$ cat src/rtl/adder_rr_sequencer.sv
// Two requesters share one 4-bit ripple adder. A round-robin arbiter picks
// one of them, and its WIDTH-bit operands are then added one nibble per clock.

module fourBitAdder_FourByOne (
    input  logic [3:0] i_a,
    input  logic [3:0] i_b,
    input  logic       i_cin,
    output logic [3:0] o_sum,
    output logic       o_cout
);
    logic [4:0] w_carry;

    always_comb begin
        w_carry    = '0;
        o_sum      = '0;
        w_carry[0] = i_cin;
        for (int i = 0; i < 4; i++) begin
            o_sum[i]     = i_a[i] ^ i_b[i] ^ w_carry[i];
            w_carry[i+1] = (i_a[i] & i_b[i]) | (w_carry[i] & (i_a[i] ^ i_b[i]));
        end
        o_cout = w_carry[4];
    end
endmodule

module adder_rr_sequencer #(
    parameter int unsigned WIDTH = 16
) (
    input  logic             clk,
    input  logic             rst,
    input  logic             req0_valid,
    output logic             req0_ready,
    input  logic [WIDTH-1:0] req0_a,
    input  logic [WIDTH-1:0] req0_b,
    input  logic             req0_cin,
    input  logic             req1_valid,
    output logic             req1_ready,
    input  logic [WIDTH-1:0] req1_a,
    input  logic [WIDTH-1:0] req1_b,
    input  logic             req1_cin,
    output logic             rsp_valid,
    input  logic             rsp_ready,
    output logic             rsp_id,
    output logic [WIDTH-1:0] rsp_sum,
    output logic             rsp_cout
);
    localparam int unsigned NIB = WIDTH / 4;
    localparam int unsigned KW  = (NIB > 1) ? $clog2(NIB) : 1;
    localparam int unsigned IW  = (WIDTH > 4) ? $clog2(WIDTH) : 2;

    typedef enum logic [1:0] {
        S_IDLE = 2'd0,
        S_RUN  = 2'd1,
        S_DONE = 2'd2
    } state_t;

    state_t           r_state, w_state_n;
    logic             r_last_id, w_last_id_n;
    logic [KW-1:0]    r_k, w_k_n;
    logic             r_carry, w_carry_n;
    logic [WIDTH-1:0] r_a, w_a_n;
    logic [WIDTH-1:0] r_b, w_b_n;
    logic             r_cin, w_cin_n;
    logic             r_id, w_id_n;
    logic [WIDTH-1:0] r_sum, w_sum_n;

    logic             w_pref;
    logic             w_grant;
    logic             w_accept;
    logic [IW-1:0]    w_idx;
    logic [3:0]       w_nib_sum;
    logic             w_nib_cout;
    logic             w_nib_cin;

    // Prefer the requester that was not served last; fall back to the other one.
    always_comb begin
        w_pref  = ~r_last_id;
        w_grant = w_pref;
        if (w_pref == 1'b0) begin
            if (!req0_valid && req1_valid) w_grant = 1'b1;
        end else begin
            if (!req1_valid && req0_valid) w_grant = 1'b0;
        end
    end

    assign w_accept   = (r_state == S_IDLE) && (w_grant ? req1_valid : req0_valid);
    assign req0_ready = (r_state == S_IDLE) && !w_grant;
    assign req1_ready = (r_state == S_IDLE) && w_grant;

    assign w_idx     = IW'({r_k, 2'b00});
    assign w_nib_cin = (r_k == '0) ? r_cin : r_carry;

    fourBitAdder_FourByOne u_adder (
        .i_a    (r_a[w_idx +: 4]),
        .i_b    (r_b[w_idx +: 4]),
        .i_cin  (w_nib_cin),
        .o_sum  (w_nib_sum),
        .o_cout (w_nib_cout)
    );

    always_ff @(posedge clk) begin
        if (rst) begin
            r_state   <= S_IDLE;
            r_last_id <= 1'b1;
            r_k       <= '0;
            r_carry   <= 1'b0;
            r_a       <= '0;
            r_b       <= '0;
            r_cin     <= 1'b0;
            r_id      <= 1'b0;
            r_sum     <= '0;
        end else begin
            r_state   <= w_state_n;
            r_last_id <= w_last_id_n;
            r_k       <= w_k_n;
            r_carry   <= w_carry_n;
            r_a       <= w_a_n;
            r_b       <= w_b_n;
            r_cin     <= w_cin_n;
            r_id      <= w_id_n;
            r_sum     <= w_sum_n;
        end
    end

    always_comb begin
        w_state_n   = r_state;
        w_last_id_n = r_last_id;
        w_k_n       = r_k;
        w_carry_n   = r_carry;
        w_a_n       = r_a;
        w_b_n       = r_b;
        w_cin_n     = r_cin;
        w_id_n      = r_id;
        w_sum_n     = r_sum;
        case (r_state)
            S_IDLE: begin
                if (w_accept) begin
                    w_state_n   = S_RUN;
                    w_a_n       = w_grant ? req1_a : req0_a;
                    w_b_n       = w_grant ? req1_b : req0_b;
                    w_cin_n     = w_grant ? req1_cin : req0_cin;
                    w_id_n      = w_grant;
                    w_last_id_n = w_grant;
                    w_k_n       = '0;
                end
            end
            S_RUN: begin
                w_sum_n[w_idx +: 4] = w_nib_sum;
                w_carry_n           = w_nib_cout;
                // The last nibble ends the sequence; k is left in place, no wrap.
                if (r_k == KW'(NIB - 1)) w_state_n = S_DONE;
                else                     w_k_n     = r_k + KW'(1);
            end
            S_DONE: begin
                if (rsp_ready) w_state_n = S_IDLE;
            end
            default: w_state_n = S_IDLE;
        endcase
    end

    assign rsp_valid = (r_state == S_DONE);
    assign rsp_id    = r_id;
    assign rsp_sum   = r_sum;
    assign rsp_cout  = r_carry;
endmodule
$ cat config.mk
export PLATFORM = sky130hd
export DESIGN_NAME = adder_rr_sequencer
export DESIGN_NICKNAME = d
export VERILOG_FILES = /design/src/rtl/adder_rr_sequencer.sv
export SDC_FILE = /design/constraint.sdc
export NUM_CORES = 1
export LEC_CHECK = 0
export ABC_CLOCK_PERIOD_IN_PS = 5750
export BUFFER_PORTS_ARGS = -buffer_cell sky130_fd_sc_hd__buf_4
export CORE_MARGIN = 10
export CORE_UTILIZATION = 55
export CTS_CLUSTER_SIZE = 20
export DETAILED_ROUTE_END_ITERATION = 7
export PLACE_DENSITY = 0.83
export SYNTH_ARGS = -nofsm -noshare
export SYNTH_HDL_FRONTEND = slang
export SYNTH_SLANG_ARGS = --single-unit
export TNS_END_PERCENT = 20
$ cat constraint.sdc
create_clock -name clk -period 5.75 [get_ports clk]
set_input_delay 0.575 -clock clk [delete_from_list [all_inputs] [get_ports clk]]
set_output_delay 0.575 -clock clk [all_outputs]
set_load 0.05 [all_outputs]
==> key figures <==
Floorplan
  • IO Count: 92
  • Initial Util: 0.574
  • Row cnt: 28
  • Die ar.: 9820 µm²
  • Core ar.: 5990 µm²
  • Die H: 99.1 µm
  • Die X: 99.1 µm

Clock network
  • Post-cts hold buffer count: 0
  • Gates resized, CTS repair: 0
  • Clock latency on the worst-skew pair: 0.31 ns
  • CTS Buf Count: 5
  • H-tree levels: 2
  • Longest Clk Path Bufs: 2
  • TritonCTS clock tree: done
  • Clock slew at reported path FFs: 0.10 ns
  • CTS Sinks: 56
  • Post-CTS Setup Bufs: 0
  • Root Buffer: clkbuf_8

Global routing
  • Total track usage: 0.198
  • Global-route wire length before repair: 16.5 mm
  • M2 GR Usage: 0.335
  • Grt met1 use: 0.242
  • Initial antenna violation count: 0
  • Largest net degree at the start of global routing: 71
  • Met3 Resource Use GR: 0.0447
  • GRT overflow: 0
  • Gr busiest metal: met2
  • Number of global-route vias before repair: 3,277

Setup path
  • CP peak stage delay: 0.84 ns
  • Data arrival time of the worst path: 3.71 ns
  • Kind of critical path: reg -> reg
  • Crit path buffers/inverters: 4
  • Critical path cell sequence: inv_1 > ha_1 > mux2i_1 > fa_1 > inv_1 > fa_1 > inv_1 > fa_1 > inv_1 > fa_1 > a32oi_1 > nor2_1
  • Reg2reg setup slack: 2.23 ns
  • Crit-path leading delay family: adder cells
  • FF-to-FF Start: r_k[0]$_SDFFE_PP0P_
  • R2R Path End: rsp_sum[15]$_SDFFE_PP0P_
  • R2R cell count: 12
  • Critical Path Slowest Stage Cell: dfxtp_1
  • Data required, critical path: 5.94 ns
  • Worst Setup End Kind: register
  • Worst setup SP type: register
  • Crit Path Max Fanout: 17

STA
  • Final Cycle Share: 0.611
  • Maximum clock frequency: 284 MHz
  • Measured slew at the worst slew-check pin: 1.11 ns
  • Final Hold Violating Endpoints: 0
  • RSZ-0062 raised after global routing: no
  • Min Hold Slack: 0.462 ns
  • Slew headroom: 0.261
  • Tmin final: 3.52 ns
  • Count of endpoints failing setup in the final report: 0
  • Max-slew violation count: 0
  • Worst Clk Skew: 0.00786 ns
  • Setup_tns: 0 ns

Drt
  • DR pass1 iterations: 6
  • Vias per Instance: 7.00
  • Vias: 3,340
  • Routed wire per std cell: 21.6 µm
  • DRT antenna net count: 0
  • # DRC: 0
  • Initial drt markers: 297
  • Final WL: 10.3 mm

Synth
  • Mapped Nets: 428
  • Area contributors post-synth: dfxtp_1, a2111oi_2, a2111oi_0
  • Ys flop type: dfxtp_1
  • Yosys warnings: 0
  • Synth Cell Area: 3440 µm²
  • EDFF count, synth: 0
  • Synth top area share: 0.326
  • Fraction of registers with async set/reset: 0
  • Sequential cell area fraction in the yosys report: 0.326
  • Distinct cells, synth: 37
  • Yosys reg bits: 56
  • Leading area contributor after synthesis: dfxtp_1
  • Syn avg cell area: 9.91 µm²
  • Post-Syn Instances: 347

Pwr
  • Power Dens Cells: 263 nW/µm²
  • Peak supply drop: 0.000180 V
  • Pint: 752 µW
  • Lkg Pwr: 1.49 nW
  • Sequential Power Share: 0.413
  • Clock Power Share: 0.323
  • Combinational power share: 0.264
  • P_sw: 335 µW
  • Sw Ratio: 0.308

Cells and area
  • Cell area after layout: 4130 µm²
  • Commonest non-fill, non-tap cell in the layout: buf_4
  • Most frequent cells in the layout: buf_4, dfxtp_1, a21oi_1
  • FILL cells: 464
  • Antenna Cells: 0
  • Layout area overhead: 20.0%
  • Layout cell share with drive strength beyond 1: 0.368
  • Final #Nets: 482

Worst hold path
  • Hold EP: rsp_sum[14]$_SDFFE_PP0P_
  • Min-Delay Startpoint: rsp_sum[14]$_SDFFE_PP0P_
  • Worst hold path depth: 2
  • Hold Path Class: reg -> reg

Placed design
  • RePlAce Congestion: 0.881
  • Dpl cell area: 3970 µm²
  • Final HPWL from detailed placement: 7.01 mm
  • PortBufs: 91

Outcome
  • Outcome: finished, final reports clean

Flow run
  • Max_cap viols: 0
-- logic make-up after synthesis --
kind of cell / count (synthesis) / synth area share
flip-flops: 56 / 0.326
adder cells (fa/ha/maj): 11 / 0.0480
buffers and inverters: 63 / 0.0960
AO/OA/AOI/OAI: 123 / 0.326
AND/OR/NAND/NOR: 84 / 0.146
multiplexers: 10 / 0.0582
-- Yosys cell counts (3+ instances only) --
master	count
a2111oi_0	33
a2111oi_2	33
a21oi_1	42
a32oi_1	11
buf_2	21
buf_6	8
clkbuf_1	16
dfxtp_1	56
fa_1	4
ha_1	6
inv_1	14
mux4_2	8
nand2_1	10
nand3b_1	5
nor2_1	15
nor2b_1	3
nor4_1	33
-- metal layers --
layer	up-vias	wire length [µm]
met5	-	0
li1	1523	-
met3	18	925
met4	0	194
met1	1616	4000
met2	183	5200
-- how the worst max path moves through the flow --
| stage | cells after the start | end | slack (ns) | start |
|---|---|---|---|---|
| after CTS | 12 | rsp_sum[15]$_SDFFE_PP0P_ | 2.24 | r_k[0]$_SDFFE_PP0P_ |
| after global placement | 12 | rsp_sum[11]$_SDFFE_PP0P_ | 2.41 | r_k[0]$_SDFFE_PP0P_ |
| after global routing | 12 | rsp_sum[11]$_SDFFE_PP0P_ | 2.04 | r_k[0]$_SDFFE_PP0P_ |
| after detailed placement | 12 | rsp_sum[11]$_SDFFE_PP0P_ | 2.25 | r_k[0]$_SDFFE_PP0P_ |
| after floorplan | 13 | rsp_sum[11]$_SDFFE_PP0P_ | 2.73 | r_k[1]$_SDFFE_PP0P_ |
| final | 12 | rsp_sum[15]$_SDFFE_PP0P_ | 2.23 | r_k[0]$_SDFFE_PP0P_ |
-- power by group through the flow --
stage / clock (mW) / combinational, mW / sequential [mW]
after global routing: 0.363 / 0.311 / 0.451
after global placement: 0 / 0.275 / 0.454
final: 0.351 / 0.287 / 0.449
after CTS: 0.349 / 0.284 / 0.447
after floorplan: 0 / 0.201 / 0.453
after detailed placement: 0 / 0.283 / 0.455
-- worst min-delay path: cells and delay by family, from the launching register on --
| kind | cells | cell delay [ns] |
|---|---|---|
| AO/OA/AOI/OAI | 1 | 0.05 |
| AND/OR/NAND/NOR | 1 | 0.05 |
| flip-flops | 1 | 0.32 |
-- layout make-up --
cell class	instances	area, µm²	area share
sequential	56	1120	0.272
inverter	16	60.1	0.0145
clock buffer	5	68.8	0.0167
timing repair buffer	94	706	0.171
clock inverter	3	90.1	0.0218
multi-input combinational	228	1990	0.482
tap	75	93.8	0.0227
-- sequential cells by signal (all words and copies together) (netlist names) --
| signal | cells |
|---|---|
| rsp_sum | 16 |
| r_cin | 1 |
| r_a | 16 |
| r_k | 2 |
| r_state | 2 |
| r_last_id | 1 |
| r_b | 16 |
| rsp_id | 1 |
| rsp_cout | 1 |
-- per-stage QoR --
stage | power, mW | setup slack [ns] | utilization | cells
5_1_grt | 1.13 | 2.04 | 0.689 | 477
2_1_floorplan | 0.654 | 2.73 | - | 347
3_5_place_dp | 0.738 | 2.25 | 0.662 | 469
6_report | 1.09 | 2.23 | 0.689 | 477
4_1_cts | 1.08 | 2.24 | 0.689 | 477
3_3_place_gp | 0.729 | 2.41 | 0.662 | 469
Note: power is estimated with default switching activity, not from simulation.
